**config.mk**
```make
export PLATFORM = sky130hd
export DESIGN_NAME = phase_sweep_controller
export DESIGN_NICKNAME = d
export VERILOG_FILES = /design/src/rtl/phase_sweep_controller_pkg.sv /design/src/rtl/phase_sweep_controller_step_calc.sv /design/src/rtl/phase_sweep_controller.sv
export SDC_FILE = /design/constraint.sdc
export NUM_CORES = 1
export LEC_CHECK = 0
export ABC_AREA = 1
export CAP_MARGIN = 5
export CORE_UTILIZATION = 27
export DETAILED_ROUTE_END_ITERATION = 16
export GPL_TIMING_DRIVEN = 0
export HOLD_SLACK_MARGIN = 0.05
export REMOVE_ABC_BUFFERS = 1
export SYNTH_ARGS = -nofsm -noshare
export SYNTH_HDL_FRONTEND = slang
export SYNTH_SLANG_ARGS = --single-unit
```
**constraint.sdc**
```tcl
create_clock -name i_clk -period 4.6 [get_ports i_clk]
set_input_delay 1.15 -clock i_clk [delete_from_list [all_inputs] [get_ports i_clk]]
set_output_delay 1.15 -clock i_clk [all_outputs]
set_load 0.01 [all_outputs]
```
**src/rtl/phase_sweep_controller_pkg.sv**
```systemverilog
`default_nettype none
// ============================================================================
// Module      : phase_sweep_controller_pkg
// Description : Shared mode codes, FSM state encoding and settle default for
//               the phase sweep controller and its step calculator.
// Revision    : 1.0
// ============================================================================
package phase_sweep_controller_pkg;

    // Sweep modes as presented on i_cfg_mode
    localparam logic [1:0] MODE_SINGLE = 2'd0;
    localparam logic [1:0] MODE_SAW    = 2'd1;
    localparam logic [1:0] MODE_TRI    = 2'd2;
    localparam logic [1:0] MODE_FIXED  = 2'd3;

    // Two accumulator recalculation periods of 8 cycles each
    localparam int SETTLE_DEFAULT = 16;

    // One-hot controller states
    typedef enum logic [2:0] {
        S_IDLE = 3'b001,
        S_ARM  = 3'b010,
        S_RUN  = 3'b100
    } state_t;

endpackage
`default_nettype wire

```
**src/rtl/phase_sweep_controller_step_calc.sv**
```systemverilog
`default_nettype none
// ============================================================================
// Module      : sweep_step_calc
// Description : Combinational next-frequency calculation for one sweep step.
//               Produces the step toward the current direction, the step back
//               toward the opposite bound (triangle turn) and an end-of-leg
//               flag when the current frequency already sits on its bound.
// Revision    : 1.0
// ============================================================================
module sweep_step_calc #(
    parameter int FREQ_W = 12
) (
    input  logic [FREQ_W-1:0] i_f,
    input  logic [FREQ_W-1:0] i_step,
    input  logic [FREQ_W-1:0] i_lo,
    input  logic [FREQ_W-1:0] i_hi,
    input  logic              i_dir_up,
    output logic [FREQ_W-1:0] o_f_next,
    output logic [FREQ_W-1:0] o_f_turn,
    output logic              o_end_of_leg
);

    logic [FREQ_W:0]   w_sum;
    logic [FREQ_W:0]   w_diff;
    logic [FREQ_W-1:0] w_f_up;
    logic [FREQ_W-1:0] w_f_dn;

    // Saturating add toward hi and subtract toward lo; the extra bit keeps carry/borrow
    always_comb begin
        w_sum        = {1'b0, i_f} + {1'b0, i_step};
        w_diff       = {1'b0, i_f} - {1'b0, i_step};
        w_f_up       = (w_sum > {1'b0, i_hi}) ? i_hi : w_sum[FREQ_W-1:0];
        w_f_dn       = (w_diff[FREQ_W] || (w_diff[FREQ_W-1:0] < i_lo)) ? i_lo : w_diff[FREQ_W-1:0];
        o_end_of_leg = i_dir_up ? (i_f == i_hi) : (i_f == i_lo);
        o_f_next     = i_dir_up ? w_f_up : w_f_dn;
        o_f_turn     = i_dir_up ? w_f_dn : w_f_up;
    end

endmodule
`default_nettype wire

```
**src/rtl/phase_sweep_controller.sv**
```systemverilog
`default_nettype none
// ============================================================================
// Module      : phase_sweep_controller
// Description : Drives frequency/enable/offset of a phase accumulator to run
//               single, sawtooth, triangle or fixed-tone frequency sweeps with
//               a programmable dwell per step and a settle period before run.
// Revision    : 1.0
// ============================================================================
module phase_sweep_controller
    import phase_sweep_controller_pkg::*;
#(
    parameter int FREQ_W  = 12,
    parameter int DWELL_W = 24,
    parameter int PHASE_W = 24,
    parameter int F_MIN   = 3,
    parameter int SETTLE  = SETTLE_DEFAULT
) (
    input  logic               i_clk,
    input  logic               i_rst,
    input  logic               i_cfg_valid,
    output logic               o_cfg_ready,
    input  logic [FREQ_W-1:0]  i_cfg_f_start,
    input  logic [FREQ_W-1:0]  i_cfg_f_stop,
    input  logic [FREQ_W-1:0]  i_cfg_f_step,
    input  logic [DWELL_W-1:0] i_cfg_dwell,
    input  logic [1:0]         i_cfg_mode,
    input  logic [PHASE_W-1:0] i_cfg_offset,
    input  logic               i_start,
    input  logic               i_stop,
    output logic [FREQ_W-1:0]  o_frequency,
    output logic [PHASE_W-1:0] o_offset,
    output logic               o_enable,
    output logic               o_busy,
    output logic               o_step_strobe,
    output logic               o_done
);

    localparam logic [FREQ_W-1:0]  c_f_min  = FREQ_W'(F_MIN);
    localparam logic [DWELL_W-1:0] c_settle = DWELL_W'(SETTLE);
    localparam logic [DWELL_W-1:0] c_one    = DWELL_W'(1);

    state_t             r_state_q, w_state_d;
    logic [FREQ_W-1:0]  r_start_q, w_start_d, r_stop_q, w_stop_d, r_step_q, w_step_d;
    logic [DWELL_W-1:0] r_dwell_q, w_dwell_d, r_cnt_q, w_cnt_d;
    logic [1:0]         r_mode_q, w_mode_d;
    logic [PHASE_W-1:0] r_cfg_off_q, w_cfg_off_d, r_off_q, w_off_d;
    logic [FREQ_W-1:0]  r_freq_q, w_freq_d;
    logic               r_enable_q, w_enable_d;
    logic               r_strobe_q, w_strobe_d;
    logic               r_done_q, w_done_d;
    logic               r_dir_up_q, w_dir_up_d;
    logic               w_cfg_fire;
    logic [FREQ_W-1:0]  w_lo, w_hi, w_f_next, w_f_turn;
    logic               w_end_of_leg;

    assign w_cfg_fire = i_cfg_valid && (r_state_q == S_IDLE);
    assign w_lo       = (r_start_q < r_stop_q) ? r_start_q : r_stop_q;
    assign w_hi       = (r_start_q < r_stop_q) ? r_stop_q : r_start_q;

    sweep_step_calc #(
        .FREQ_W (FREQ_W)
    ) u_step_calc (
        .i_f          (r_freq_q),
        .i_step       (r_step_q),
        .i_lo         (w_lo),
        .i_hi         (w_hi),
        .i_dir_up     (r_dir_up_q),
        .o_f_next     (w_f_next),
        .o_f_turn     (w_f_turn),
        .o_end_of_leg (w_end_of_leg)
    );

    // Clamp and latch a config beat; a zero step degenerates to a fixed tone
    always_comb begin
        w_start_d   = r_start_q;
        w_stop_d    = r_stop_q;
        w_step_d    = r_step_q;
        w_dwell_d   = r_dwell_q;
        w_mode_d    = r_mode_q;
        w_cfg_off_d = r_cfg_off_q;
        if (w_cfg_fire) begin
            w_start_d   = (i_cfg_f_start < c_f_min) ? c_f_min : i_cfg_f_start;
            w_stop_d    = (i_cfg_f_stop < c_f_min) ? c_f_min : i_cfg_f_stop;
            w_step_d    = i_cfg_f_step;
            w_dwell_d   = (i_cfg_dwell < c_settle) ? c_settle : i_cfg_dwell;
            w_mode_d    = (i_cfg_f_step == '0) ? MODE_FIXED : i_cfg_mode;
            w_cfg_off_d = i_cfg_offset;
        end
    end

    // Sweep FSM: next state, dwell counter and output register inputs
    always_comb begin
        w_state_d  = r_state_q;
        w_cnt_d    = r_cnt_q;
        w_freq_d   = r_freq_q;
        w_off_d    = r_off_q;
        w_enable_d = r_enable_q;
        w_dir_up_d = r_dir_up_q;
        w_done_d   = 1'b0;
        w_strobe_d = 1'b0;
        unique case (r_state_q)
            S_IDLE: begin
                // Uses w_*_d so a config beat in the same cycle takes effect
                if (i_start) begin
                    w_state_d  = S_ARM;
                    w_freq_d   = w_start_d;
                    w_off_d    = w_cfg_off_d;
                    w_cnt_d    = c_settle - c_one;
                    w_enable_d = 1'b0;
                    w_dir_up_d = (w_stop_d >= w_start_d);
                end
            end
            S_ARM: begin
                if (r_cnt_q == '0) begin
                    w_state_d  = S_RUN;
                    w_enable_d = 1'b1;
                    w_cnt_d    = r_dwell_q - c_one;
                end else begin
                    w_cnt_d = r_cnt_q - c_one;
                end
            end
            S_RUN: begin
                if (r_mode_q != MODE_FIXED) begin
                    if (r_cnt_q == '0) begin
                        w_cnt_d = r_dwell_q - c_one;
                        if (!w_end_of_leg) begin
                            w_freq_d = w_f_next;
                        end else if (r_mode_q == MODE_SAW) begin
                            w_freq_d = r_start_q;
                        end else if (r_mode_q == MODE_TRI) begin
                            w_freq_d   = w_f_turn;
                            w_dir_up_d = !r_dir_up_q;
                        end else begin
                            w_state_d  = S_IDLE;
                            w_enable_d = 1'b0;
                            w_done_d   = 1'b1;
                        end
                    end else begin
                        w_cnt_d = r_cnt_q - c_one;
                    end
                end
            end
            default: begin
                w_state_d  = S_IDLE;
                w_enable_d = 1'b0;
            end
        endcase
        // Abort wins over everything, including a terminal count this cycle
        if (i_stop && (r_state_q != S_IDLE)) begin
            w_state_d  = S_IDLE;
            w_enable_d = 1'b0;
            w_done_d   = 1'b1;
            w_freq_d   = r_freq_q;
            w_dir_up_d = r_dir_up_q;
        end
        w_strobe_d = (r_state_q == S_RUN) && (w_freq_d != r_freq_q);
    end

    // State, config and output registers with synchronous reset
    always_ff @(posedge i_clk) begin
        if (i_rst) begin
            r_state_q   <= S_IDLE;
            r_start_q   <= c_f_min;
            r_stop_q    <= c_f_min;
            r_step_q    <= '0;
            r_dwell_q   <= c_settle;
            r_mode_q    <= MODE_SINGLE;
            r_cfg_off_q <= '0;
            r_cnt_q     <= '0;
            r_freq_q    <= c_f_min;
            r_off_q     <= '0;
            r_enable_q  <= 1'b0;
            r_strobe_q  <= 1'b0;
            r_done_q    <= 1'b0;
            r_dir_up_q  <= 1'b1;
        end else begin
            r_state_q   <= w_state_d;
            r_start_q   <= w_start_d;
            r_stop_q    <= w_stop_d;
            r_step_q    <= w_step_d;
            r_dwell_q   <= w_dwell_d;
            r_mode_q    <= w_mode_d;
            r_cfg_off_q <= w_cfg_off_d;
            r_cnt_q     <= w_cnt_d;
            r_freq_q    <= w_freq_d;
            r_off_q     <= w_off_d;
            r_enable_q  <= w_enable_d;
            r_strobe_q  <= w_strobe_d;
            r_done_q    <= w_done_d;
            r_dir_up_q  <= w_dir_up_d;
        end
    end

    assign o_cfg_ready   = (r_state_q == S_IDLE);
    assign o_busy        = (r_state_q != S_IDLE);
    assign o_frequency   = r_freq_q;
    assign o_offset      = r_off_q;
    assign o_enable      = r_enable_q;
    assign o_step_strobe = r_strobe_q;
    assign o_done        = r_done_q;

endmodule
`default_nettype wire

```
==> impl_metrics.yaml, run 1 <==
worst_setup_path:
  cp-start-kind: "flip-flop"
  crit_slowest_cell: "sky130_fd_sc_hd__dfxtp_4"
  critical_path.endpoint_type: "flip-flop"
  reg2reg_depth: 34
  critPathMaxStageDelay_ns: 0.39
  critPathTopFamily: "simple AND/OR/NAND/NOR gates"
  worst-path-buf-inv: 4
  r2r_slack_ns: 0.13
  crit-reg2reg-capture: "o_step_strobe$_SDFF_PP0_"
  timing.rr.start: "o_frequency[2]$_SDFF_PP0_"
  worst-endpoint-required_ns: 4.94
  worst_path_maximum_fanout: 8
  worst_ep_arrival_time_ns: 4.80
  crit_path_frequent_cell: "sky130_fd_sc_hd__nand2_1"
  worstSetupPathType: "flip-flop to flip-flop"
min_path:
  timing.hold.worst.class: "flip-flop to flip-flop"
  launch_point_of_the_worst_hold_path: "r_dwell_q[17]$_SDFFE_PP0P_"
  worst_hold_path.endpoint: "r_dwell_q[17]$_SDFFE_PP0P_"
  min_path_cells: 2
sta:
  slew_viol_final: 0
  setup-tns-final_ns: 0
  finalSetupViolations: 0
  max-slew-margin-rel_pct: 17.63
  min_period_ns: 4.465
  post_route_skew_ns: 0.01292
  max_slew.worst_pin.slew_ns: 1.235
  final_hold_viol_count: 0
  layout_worst_path_cycle_share_pct: 97.08
  fmax_ghz: 0.2239
  grt_setup_unrepaired: "yes"
drt:
  detailed_routing_wirelength_on_met1_um: 16370
  routed-wl-met3_um: 2408
  routed.top_layer: "met5"
  post_drt_wl_per_cell_um: 15.30
  ant_nets: 0
  post_route_wl_um: 36060
  drt_first_iter_violations: 925
  drt_first_pass_iters: 5
  drc: 0
  dr_vias: 11445
  drt-vias-per-instance: 4.856
  routed-wl-met2_um: 16410
cells_and_area:
  flow.area_growth_from_synthesis_pct: 29.26
  number_of_filler_instances_in_the_final_layout: 4309
  num-nets-final: 1987
  drive_gt1_share_pct: 13.48
  antenna_cells_inserted: 0
  stdcell_count: 2357
die:
  design.portCount: 132
  design.die.area_um2: 41590
  rows: 73
  core_region_area_um2: 40010
  initial_utilization_pct: 27.52
  die_h_um: 203.9
  die_x_um: 203.9
placement:
  hpwl_um: 26140
  numPlacedInstances: 2289
  gpl.final_weighted_congestion: 0.9032
  port_buffers: 131
power:
  power_density_nw_per_um2: 549.3
  leakage_nw: 6.721
  irDropWorstVdd_mv: 0.3039
clock_tree:
  clk_pin_slew_worst_paths_ns: 0.07
  clock_sinks: 153
  ctsRootBufferMaster: "sky130_fd_sc_hd__clkbuf_16"
  worst_skew_pair.late_latency_ns: 0.45
  cts_max_level: 4
  cts-root-to-sink-buffers: 2
  cts_tree: "done"
  cts-hold-fix-buffers: 0
  cts-buffers-inserted: 17
logic_synthesis:
  synth-async-reset-ratio_pct: 0
  synthesis.yosys.warnings: 0
  avgSynthCellArea_um2: 6.438
  synthesis.area_um2: 11010
  synth.yosys.seq_area_share_pct: 27.82
  synth.ff_latch_count: 153
  synth-edff-count: 0
  synthesis.instances: 1710
  postSynth.topFlopCell: "sky130_fd_sc_hd__dfxtp_1"
  synth_cell_type_count: 48
global_route:
  gr-usage-all-layers_pct: 16.88
  globalRoute.totalOverflow: 0
  grt_pass1_vias: 10646
  grt_start_max_net_pins: 70
  antenna_found_initial: 4
  grt_pass1_wl_um: 55470
run_status:
  status: "finished, final reports clean"
job:
  maxCapViolations: 0
==> per-stage QoR <==
| stage | hold slack, ns | setup WS [ns] | power [mW] | instance area (um^2) | utilization (%) |
|---|---|---|---|---|---|
| 3_3_place_gp | 0.4557 | -5.204 | 5.450 | 12600 | 31.49 |
| 5_1_grt | 0.4909 | -0.2185 | 8.447 | 14230 | 35.57 |
| 4_1_cts | 0.4699 | -0.1771 | 7.216 | 13450 | 33.61 |
| 2_1_floorplan | 0.4393 | -1.703 | 4.393 | 10630 | - |
| 6_report | 0.4692 | 0.1345 | 7.816 | 14230 | 35.57 |
| 3_5_place_dp | 0.4615 | -1.494 | 5.500 | 12710 | 31.77 |
==> worst max-delay path by stage <==
stage          cells past startpoint                      start  slack [ns]                       end
2_1_floorplan                     14                i_cfg_valid       -1.70   r_dir_up_q$_SDFFE_PP1P_
5_1_grt                           35  o_frequency[2]$_SDFF_PP0_       -0.22  o_step_strobe$_SDFF_PP0_
4_1_cts                           38    r_stop_q[11]$_SDFF_PP0_       -0.18  o_step_strobe$_SDFF_PP0_
3_5_place_dp                      38     r_stop_q[9]$_SDFF_PP0_       -1.49  o_step_strobe$_SDFF_PP0_
3_3_place_gp                      15                i_cfg_valid       -5.20   r_dir_up_q$_SDFFE_PP1P_
6_report                          34  o_frequency[2]$_SDFF_PP0_        0.13  o_step_strobe$_SDFF_PP0_
==> synth_stat cells (19+ instances only) <==
cell / number / area [um^2]
sky130_fd_sc_hd__dfxtp_1: 153 / 3063
sky130_fd_sc_hd__inv_1: 237 / 889.6
sky130_fd_sc_hd__nand2_1: 453 / 1700
sky130_fd_sc_hd__o211ai_1: 29 / 217.7
sky130_fd_sc_hd__mux2i_1: 24 / 240.2
sky130_fd_sc_hd__clkbuf_1: 54 / 202.7
sky130_fd_sc_hd__ha_1: 74 / 925.9
sky130_fd_sc_hd__xor2_1: 19 / 166.4
sky130_fd_sc_hd__o21ai_0: 70 / 350.3
sky130_fd_sc_hd__nand3_1: 152 / 760.7
sky130_fd_sc_hd__nor2_1: 96 / 360.4
sky130_fd_sc_hd__a21oi_1: 160 / 800.8
==> cells by family after synthesis <==
kind of cell	count (synthesis)	synth area share [%]
fa+ha+maj	76	8.774
buf+inv	327	11.79
simple gates	781	30.24
compound gates	328	17.52
xor+xnor	21	1.671
flops	153	27.82
mux	24	2.182
==> worst reg2reg max path, delay by kind of cell, from the launching register on <==
kind,cells,cell delay [ns]
fa+ha+maj,2,0.59
flops,1,0.39
simple gates,20,1.84
xor+xnor,1,0.22
compound gates,7,0.93
buf+inv,4,0.40
==> cell type report <==
cell class                      count  area [um^2]  area share (%)
Clock buffer                       19        442.9           3.112
Clock inverter                     12        138.9          0.9759
Inverter                          245        933.4           6.559
Multi-Input combinational cell   1235         7287           51.20
Sequential cell                   153         3093           21.73
Tap cell                          525        656.9           4.616
Timing Repair Buffer              168         1679           11.80
==> layer usage <==
| layer | track usage [%] | vias up |
|---|---|---|
| li1 | - | 5833 |
| met1 | 21.34 | 5231 |
| met2 | 27.60 | 319 |
| met3 | 4.640 | 54 |
| met4 | 5.464 | 8 |
| met5 | 0 | - |
==> flip-flops by register name (all words and copies together) (netlist names) <==
name / cells
r_start_q: 12
r_stop_q: 12
r_dir_up_q: 1
r_step_q: 12
r_cfg_off_q: 24
o_done: 1
o_offset: 24
o_frequency: 12
r_cnt_q: 24
r_state_q: 3
o_step_strobe: 1
r_dwell_q: 24
r_mode_q: 2
o_enable: 1
==> power by group <==
part	leakage, nW	total, mW	internal [mW]	switching [mW]
logic	5.18	4.70	1.82	2.88
registers	1.26	1.68	1.48	0.191
clock network	0.273	1.44	0.817	0.621
total	6.72	7.82	4.13	3.69
==> repair_timing <==
| action | 4_1_cts | 5_1_grt |
|---|---|---|
| gates resized for setup | 25 | 131 |
| setup endpoints to repair | 14 | 18 |
| gates cloned | 2 | 3 |
| setup buffers | 6 | 26 |
| pin swaps | 5 | 54 |
==> cell usage in the layout, fill, tap and decap left out, types with 8 or more instances in the layout <==
| cell | instances |
|---|---|
| sky130_fd_sc_hd__nand4_1 | 10 |
| sky130_fd_sc_hd__nand3_2 | 8 |
| sky130_fd_sc_hd__o221ai_1 | 11 |
| sky130_fd_sc_hd__clkbuf_16 | 17 |
| sky130_fd_sc_hd__inv_2 | 18 |
| sky130_fd_sc_hd__mux2i_1 | 24 |
| sky130_fd_sc_hd__o211ai_1 | 29 |
| sky130_fd_sc_hd__nor4_1 | 18 |
| sky130_fd_sc_hd__xor2_1 | 14 |
| sky130_fd_sc_hd__dfxtp_2 | 15 |
| sky130_fd_sc_hd__inv_1 | 222 |
| sky130_fd_sc_hd__nand3_1 | 144 |
| sky130_fd_sc_hd__o21ai_1 | 9 |
| sky130_fd_sc_hd__dfxtp_1 | 135 |
| sky130_fd_sc_hd__ha_4 | 17 |
| sky130_fd_sc_hd__nor2_1 | 91 |
| sky130_fd_sc_hd__nand2_1 | 426 |
| sky130_fd_sc_hd__clkdlybuf4s50_1 | 130 |
| sky130_fd_sc_hd__a21oi_1 | 154 |
| sky130_fd_sc_hd__a21oi_2 | 23 |
| sky130_fd_sc_hd__nand2_2 | 30 |
| sky130_fd_sc_hd__nor2_2 | 8 |
| sky130_fd_sc_hd__ha_1 | 55 |
| sky130_fd_sc_hd__buf_4 | 29 |
| sky130_fd_sc_hd__nor3_1 | 11 |
| sky130_fd_sc_hd__o21ai_0 | 62 |
No activity file was read; power rests on OpenSTA's default activity.
==> inputs of run 2 (changes only) <==
--- a/config.mk
+++ b/config.mk
@@ -6,8 +6,10 @@
 export NUM_CORES = 1
 export LEC_CHECK = 0
 export ABC_AREA = 1
-export CAP_MARGIN = 5
+export CAP_MARGIN = 20
+export CORE_MARGIN = 1
 export CORE_UTILIZATION = 27
+export CTS_BUF_LIST = sky130_fd_sc_hd__clkbuf_4 sky130_fd_sc_hd__clkbuf_8 sky130_fd_sc_hd__clkbuf_16
 export DETAILED_ROUTE_END_ITERATION = 16
 export GPL_TIMING_DRIVEN = 0
 export HOLD_SLACK_MARGIN = 0.05
==> run 2 against run 1 <==
Die area unchanged. Total power decreased by 1.0%. Worst hold slack improved by 0.00097 ns. Utilization decreased by 0.12 points. First-iteration DRC count decreased by 12%. Setup slack got worse by 0.039 ns. Clock skew increased by 0.0050 ns. Cell area decreased by 0.33%. Fmax decreased by 0.87%. Non-clock buffer count increased by 1. Global-route usage increased by 0.18 points. Critical path type unchanged. Highest routed layer unchanged.
==> impl_metrics.yaml, run 2 (synthesis results as in run 1) <==
run_status:
  status: "finished, final reports clean"
power:
  power.switching_mw: 3.709
  power_frac_seq_pct: 21.7
  power_switching_share_pct: 47.94
  cell_int_power_mw: 4.027
  power_frac_comb_pct: 60.3
  leakage_nw: 6.718
  fin_total_pwr_mw: 7.736
  power_density_nw_per_um2: 545.4
  irDropWorstVdd_mv: 0.3027
  power_frac_clock_pct: 18.1
global_route:
  globalRoute.totalOverflow: 0
  grt_pass1_vias: 10627
  gr-usage-all-layers_pct: 17.06
  grt_pass1_wl_um: 55970
  antenna_found_initial: 6
  grt_start_max_net_pins: 70
cells_and_area:
  drive_gt1_share_pct: 13.02
  flow.area_growth_from_synthesis_pct: 28.83
  layout.cells.most_common_list: "sky130_fd_sc_hd__nand2_1, sky130_fd_sc_hd__inv_1, sky130_fd_sc_hd__a21oi_1"
  post-route-util_pct: 35.45
  multi_input_logic_area_um2: 7212
  design_area_um2: 14180
  num-nets-final: 1989
  layout.area.seq_um2: 3095
  number_of_filler_instances_in_the_final_layout: 4336
  layout_commonest_cell: "sky130_fd_sc_hd__nand2_1"
worst_setup_path:
  critPathTopFamily: "simple AND/OR/NAND/NOR gates"
  critical_path.endpoint_type: "flip-flop"
  crit_slowest_cell: "sky130_fd_sc_hd__dfxtp_4"
  worst-endpoint-required_ns: 4.96
  worst-path-buf-inv: 3
  worstSetupPathType: "flip-flop to flip-flop"
  worst_path_maximum_fanout: 8
  critPathMaxStageDelay_ns: 0.39
  cp-start-kind: "flip-flop"
  worst_ep_arrival_time_ns: 4.87
  crit_path_frequent_cell: "sky130_fd_sc_hd__nand2_1"
sta:
  finalSetupViolations: 0
  layout_worst_path_cycle_share_pct: 97.93
  slew_viol_final: 0
  max_slew.worst_pin.slew_ns: 0.9717
  post_route_skew_ns: 0.01795
  grt_setup_unrepaired: "yes"
  fmax_ghz: 0.2220
  final_hold_viol_count: 0
  min_period_ns: 4.505
  max-slew-margin-rel_pct: 35.06
clock_tree:
  clk_pin_slew_worst_paths_ns: 0.08
  cts_max_level: 4
  ctsRootBufferMaster: "sky130_fd_sc_hd__clkbuf_16"
  worst_skew_pair.late_latency_ns: 0.45
  cts_tree: "done"
  cts-buffers-inserted: 17
  clock_sinks: 153
  cts-root-to-sink-buffers: 2
drt:
  ant_nets: 0
  post_route_wl_um: 36110
  dr_vias: 11344
  drc: 0
  drt_first_pass_iters: 5
  drt_first_iter_violations: 814
  post_drt_wl_per_cell_um: 15.28
  drt-vias-per-instance: 4.801
placement:
  hpwl_um: 26310
  port_buffers: 131
  placement.cell_area_um2: 12760
  gpl.final_weighted_congestion: 0.9032
die:
  design.die.area_um2: 41590
  core_region_area_um2: 40010
  initial_utilization_pct: 27.52
  rows: 73
  design.portCount: 132
  die_h_um: 203.9
  die_x_um: 203.9
min_path:
  timing.hold.worst.class: "flip-flop to flip-flop"
job:
  maxCapViolations: 0
-- run 2: cell types whose count changed in the layout (fill, tap and decap cells not counted), moves of 3 or more --
cell | before | now
sky130_fd_sc_hd__inv_1 | 222 | 229
sky130_fd_sc_hd__inv_2 | 18 | 11
sky130_fd_sc_hd__nand3_1 | 144 | 147
sky130_fd_sc_hd__ha_4 | 17 | 14
sky130_fd_sc_hd__diode_2 | 0 | 3
sky130_fd_sc_hd__nand2_2 | 30 | 34
-- run 2: routing by layer --
layer,routed length [um],share of wire (%),GRT usage [%]
met3,2475,6.9,4.974
met5,53,0.15,0
met2,16580,46,27.95
met1,16140,45,21.18
met4,865,2.4,5.997
-- run 2: power by group through the flow --
stage	registers (mW)	logic, mW	clock network [mW]
after floorplan	1.64	2.75	0
after global placement	1.68	3.77	0
after detailed placement	1.68	3.84	0
after CTS	1.66	4.13	1.45
after global routing	1.70	5.20	1.51
final	1.67	4.66	1.40
-- run 2: what timing repair did --
| action | 4_1_cts | 5_1_grt |
|---|---|---|
| gates cloned | 2 | 4 |
| gates resized for setup | 28 | 111 |
| hold buffers | 0 | 0 |
| hold endpoints to repair | 0 | 0 |
| setup endpoints to repair | 15 | 17 |
| buffers inserted | 9 | 22 |
| pin swaps | 6 | 47 |
-- run 2: path summary, 6_finish.rpt --
check,startpoint,endpoint,slack [ns],cells after the start
worst max-delay path,o_frequency[0]$_SDFF_PP1_,o_step_strobe$_SDFF_PP0_,0.1,34
worst min-delay path,r_dwell_q[17]$_SDFFE_PP0P_,r_dwell_q[17]$_SDFFE_PP0P_,0.47,2
worst max register to register,o_frequency[0]$_SDFF_PP1_,o_step_strobe$_SDFF_PP0_,0.1,34
worst min register to register,r_dwell_q[17]$_SDFFE_PP0P_,r_dwell_q[17]$_SDFFE_PP0P_,0.47,2
-- run 2: worst register-to-register path, delay by kind of cell, from the launching register on --
| kind | cells | cell delay [ns] |
|---|---|---|
| AO/OA/AOI/OAI | 3 | 0.43 |
| XOR/XNOR | 1 | 0.19 |
| adder cells (fa/ha/maj) | 3 | 0.86 |
| buffers and inverters | 3 | 0.36 |
| flip-flops | 1 | 0.39 |
| AND/OR/NAND/NOR | 24 | 2.19 |
-- run 2: final cells by class --
| type | instances | area share (%) |
|---|---|---|
| repair buffers | 169 | 12.06 |
| clock buffers | 18 | 3.096 |
| inverters | 245 | 6.581 |
| multi-input cells | 1236 | 50.85 |
| flip-flops and latches | 153 | 21.82 |
| well taps | 525 | 4.631 |
| diodes | 3 | 0.05293 |
| clock inverters | 14 | 0.9086 |
-- run 2: metrics by stage --
step           cells  setup TNS [ns]  setup slack, ns  hold slack (ns)
3_3_place_gp    2284         -347.15           -5.204           0.4557
3_5_place_dp    2291          -15.27           -1.531           0.4591
4_1_cts         2334         -0.1495          -0.1495           0.4704
5_1_grt         2360         -0.2462          -0.2462           0.4859
2_1_floorplan   1628          -8.564           -1.703           0.4393
6_report        2363               0          0.09511           0.4701
==> inputs of run 3 (changes only) <==
--- a/config.mk
+++ b/config.mk
@@ -10,6 +10,7 @@
 export CORE_MARGIN = 1
 export CORE_UTILIZATION = 27
 export CTS_BUF_LIST = sky130_fd_sc_hd__clkbuf_4 sky130_fd_sc_hd__clkbuf_8 sky130_fd_sc_hd__clkbuf_16
+export CTS_CLUSTER_DIAMETER = 150
 export DETAILED_ROUTE_END_ITERATION = 16
 export GPL_TIMING_DRIVEN = 0
 export HOLD_SLACK_MARGIN = 0.05
==> results of run 3 <==
No change in the layout: final DEF, timing and power equal those of run 2.
